--- src/rtl/carry_chain.sv ---
// rtl/carry_chain.sv - registered mux-carry ripple chain with optional signed-overflow flag (macro CARRY_CHAIN_OVF_EN)
module carry_chain #(
    parameter int WIDTH = 8
) (
    input  logic             CLK,
    input  logic             RESET,
    input  logic             EN,
    input  logic [WIDTH-1:0] P,
    input  logic [WIDTH-1:0] G,
    input  logic             CIN,
    output logic [WIDTH-1:0] O,
    output logic             COUT,
`ifdef CARRY_CHAIN_OVF_EN
    output logic             VALID,
    output logic             OVF
`else
    output logic             VALID
`endif
);

    // Carry vector: carry[0] is CIN, carry[i+1] leaves cell i.
    logic [WIDTH:0]   carry;
    logic [WIDTH-1:0] sum;

    logic [WIDTH-1:0] o_q, o_d;
    logic             cout_q, cout_d;
    logic             valid_q, valid_d;
`ifdef CARRY_CHAIN_OVF_EN
    logic             ovf_q, ovf_d;
`endif

    // Ripple the carry from CIN through every cell, no register in the path.
    always_comb begin
        carry    = '0;
        sum      = '0;
        carry[0] = CIN;
        for (int i = 0; i < WIDTH; i++) begin
            sum[i]     = P[i] ^ carry[i];
            carry[i+1] = P[i] ? carry[i] : G[i];
        end
    end

    // Load a fresh result when enabled, otherwise hold the data and drop VALID.
    always_comb begin
        o_d     = o_q;
        cout_d  = cout_q;
        valid_d = EN;
`ifdef CARRY_CHAIN_OVF_EN
        ovf_d   = ovf_q;
`endif
        if (EN) begin
            o_d    = sum;
            cout_d = carry[WIDTH];
`ifdef CARRY_CHAIN_OVF_EN
            ovf_d  = carry[WIDTH] ^ carry[WIDTH-1];
`endif
        end
    end

    // Output registers; reset clears everything immediately.
    always_ff @(posedge CLK or posedge RESET) begin
        if (RESET) begin
            o_q     <= '0;
            cout_q  <= 1'b0;
            valid_q <= 1'b0;
`ifdef CARRY_CHAIN_OVF_EN
            ovf_q   <= 1'b0;
`endif
        end else begin
            o_q     <= o_d;
            cout_q  <= cout_d;
            valid_q <= valid_d;
`ifdef CARRY_CHAIN_OVF_EN
            ovf_q   <= ovf_d;
`endif
        end
    end

    assign O     = o_q;
    assign COUT  = cout_q;
    assign VALID = valid_q;
`ifdef CARRY_CHAIN_OVF_EN
    assign OVF   = ovf_q;
`endif

endmodule

--- config.mk ---
export PLATFORM = sky130hd
export DESIGN_NAME = carry_chain
export DESIGN_NICKNAME = d
export VERILOG_FILES = /design/src/rtl/carry_chain.sv
export SDC_FILE = /design/constraint.sdc
export NUM_CORES = 1
export LEC_CHECK = 0
export BUFFER_PORTS_ARGS = -buffer_cell sky130_fd_sc_hd__buf_4
export CORE_UTILIZATION = 24
export CTS_BUF_LIST = sky130_fd_sc_hd__clkbuf_4
export CTS_CLUSTER_DIAMETER = 40
export DETAILED_ROUTE_END_ITERATION = 10
export GPL_TIMING_DRIVEN = 0
export PLACE_DENSITY = 0.57
export SLEW_MARGIN = 20
export SYNTH_ARGS = -nofsm -noshare
export SYNTH_HDL_FRONTEND = slang
export SYNTH_SLANG_ARGS = --single-unit
--- constraint.sdc ---
create_clock -name CLK -period 1.1 [get_ports CLK]
set_input_delay 0.11 -clock CLK [delete_from_list [all_inputs] [get_ports CLK]]
set_output_delay 0.11 -clock CLK [all_outputs]
set_load 0.005 [all_outputs]
==> metrics.yaml <==
worst_setup_path:
  crit_chain: "buf_8, and2_4, a221o_1, o31ai_2, xor2_1, mux2_2"
  reg2reg_depth: 3
  crit_slowest_cell: "a221o_1"
  startpoint_type: "primary input"
  end_kind: "flip-flop"
  cp.arrival_ps: 1320
  critPathLaunch: "P[3]"
  max_stage_delay_ps: 360
  ff2ff_setup_slack_ps: 320
  required_ps: 1240
  crit_fanout: 3
  critPathKind: "primary input to flip-flop"
  r2r-start: "O[7]"
  worstReg2RegEnd: "O[7]"
layout:
  drive_above_1_share_pct: 48.4
  fin_util_pct: 41.5
  nets: 116
  syn2layout_area_growth_pct: 57.4
  antenna_cells: 0
  finalInstanceArea_um2: 953
min_path:
  worstHoldPathType: "primary input to flip-flop"
  worstHoldPathCells: 1
  hold_start: "EN"
  hold_path_end: "VALID"
timing:
  clock_skew_ps: 0
  fin_tns_setup_ps: -70.2
  drv_slew: 0
  max_freq_mhz: 855
  finalCritPeriodShare_pct: 106
  tightest_slew_ps: 400
  slew_headroom_pct: 73.3
  rsz0062_at_grt: "true"
  hold_violations: 0
  setup_viol: 1
  finalWorstSetupSlack_ps: -70.2
  period_needed_ps: 1170
grt:
  antenna_found_initial: 0
  grt_max_degree: 11
  grt_pass1_vias: 509
  overflow: 0
  grt_first_pass_wirelength_um: 2100
  grtUsageTotal_pct: 11.0
logic_synthesis:
  syn_nets: 80
  synth_cell_type_count: 25
  syn_area_um2: 606
  ys_seq_area_share_pct: 41.3
  avgSynthCellArea_um2: 10.1
  ys_warn_count: 0
  syn_inst: 60
  ys_ff_latch: 10
detailed_routing:
  ant_nets: 0
  dr_total_vias: 563
  drt-initial-drc-count: 7
  finalWirelength_um: 1350
  via_per_inst: 4.58
  wire_per_inst_um: 11.0
  first_pass_iters: 4
  drcViolationCount: 0
clock_network:
  cts_made_buffers: 3
  h-tree-depth: 1
  insertion_delay_ps: 260
  cts.reportedPaths.clkPinSlew_ps: 60
  cts_tree: "built"
  ctsRootBufferMaster: "clkbuf_4"
  ctsLongestPathBuffers: 2
  clock_sinks: 10
  cts_hold_repair.buffers: 1
power_and_ir_drop:
  p_switching_mw: 0.284
  power_frac_clock_pct: 23.7
  power_frac_seq_pct: 42.6
  power_mw: 1.05
  power_frac_comb_pct: 33.7
  p_sw_share_pct: 26.9
  power.density_nw_per_um2: 1110
  ir_worst_vdd_v: 0.000699
  leakage_nw: 0.438
  internal-power_mw: 0.770
die:
  initial_utilization_pct: 26.4
  die-height_um: 52.2
  fp.dieW_um: 52.2
  io_pins: 30
  core_um2: 2300
  floorplan.rows: 17
  die-area_um2: 2730
placement:
  dpl.hpwl_um: 1060
  place.gp.congestion: 0.644
  placed_area_um2: 862
  dp_slack_ps: -360
  port_buffers: 29
outcome:
  violations: "negative setup slack"
  status: "finished, violations left"
flow_run:
  drv_cap: 0
[critical path, delay by kind of cell]
| family | cells | cell delay [ps] |
|---|---|---|
| AND/OR/NAND/NOR | 1 | 160 |
| multiplexers | 1 | 260 |
| AO/OA/AOI/OAI | 2 | 580 |
| buffers and inverters | 1 | 100 |
| XOR/XNOR | 1 | 100 |
[Yosys cell counts]
library cell,number,area share (%)
nand2_1,2,1.2
o21ai_1,1,0.83
nor2b_1,2,2.1
a31oi_1,1,1.0
o31ai_2,1,2.1
o21ai_0,1,0.83
nor2_1,8,5.0
a221oi_2,1,2.5
and2_1,1,1.0
a221o_1,1,1.7
mux2i_1,4,6.6
inv_1,3,1.9
xor2_1,1,1.4
o21bai_2,1,1.9
a31o_2,1,1.4
and2_4,1,1.4
xnor2_1,6,8.7
a21oi_1,5,4.1
mux2_2,4,7.4
nor3b_1,1,1.2
or3b_2,1,1.4
nand2b_1,1,1.0
clkbuf_1,1,0.62
nand3b_1,1,1.2
dfrtp_1,10,41
[worst max-delay path by stage]
stage                     cells after the start    to  slack [ps]
after detailed placement                      6  O[6]        -360
after CTS                                     6  O[6]         -80
after global placement                        6  O[6]        -350
after floorplan                               5  O[6]        -150
after global routing                          6  O[6]         -80
final                                         6  O[6]         -70
[power groups by stage]
stage | clock network [mW] | registers [mW] | logic (mW)
2_1_floorplan | 0 | 0.460 | 0.148
3_3_place_gp | 0 | 0.457 | 0.328
3_5_place_dp | 0 | 0.457 | 0.332
4_1_cts | 0.267 | 0.450 | 0.335
5_1_grt | 0.283 | 0.458 | 0.391
6_report | 0.250 | 0.449 | 0.355
[metrics by stage]
| step | std cells | hold slack (ps) |
|---|---|---|
| 2_1_floorplan | 60 | -49.8 |
| 3_3_place_gp | 117 | 109 |
| 3_5_place_dp | 117 | 122 |
| 4_1_cts | 122 | -3.46 |
| 5_1_grt | 123 | -6.42 |
| 6_report | 123 | 2.41 |
[layer usage]
layer	share of wire (%)	global-route usage (%)	up-vias
met5	0	0	-
met4	0	2.63	0
met3	10	5.51	0
met2	52	20.7	22
met1	38	10.4	261
li1	-	-	280
[kinds of logic (layout without fill, tap and decap cells)]
kind of cell,after synthesis,in the layout,share of synthesized area (%)
xor gates and xnor gates,7,7,10.1
muxes,8,8,14.0
buffers and inverters,4,39,2.48
DFF,10,10,41.3
and+or+nand+nor,18,18,15.7
AOI/OAI and AO/OA,13,13,16.3
[area by class of cell]
cell class | count | area, um2
multi-input cells | 46 | 368
clock buffers | 3 | 22.5
flip-flops and latches | 10 | 250
well taps | 28 | 35.0
repair buffers | 31 | 259
fillers | 237 | 1340
inverters | 3 | 11.3
plain buffers | 1 | 3.75
clock inverters | 1 | 3.75
[flip-flops by register name (all words and copies together) (netlist names)]
register	cells
COUT	1
O	8
VALID	1
[timing repair]
item | 4_1_cts | 5_1_grt
gates resized for setup | 0 | 7
setup buffers | 0 | 1
pin swaps | 0 | 1
gates cloned | 0 | 0
setup endpoints to repair | 2 | 4
hold endpoints to repair | 11 | 1
[placed cells by master (no fill, tap or decap), types with 2 or more instances in the layout]
| cell | instances |
|---|---|
| clkbuf_4 | 3 |
| buf_4 | 27 |
| mux2i_1 | 3 |
| inv_1 | 3 |
| xnor2_1 | 6 |
| dfrtp_1 | 10 |
| a21oi_1 | 5 |
| nor2_1 | 7 |
| mux2_2 | 4 |
| nor2b_1 | 2 |
| nand2_1 | 2 |
Power figures use the tool's default switching activity.
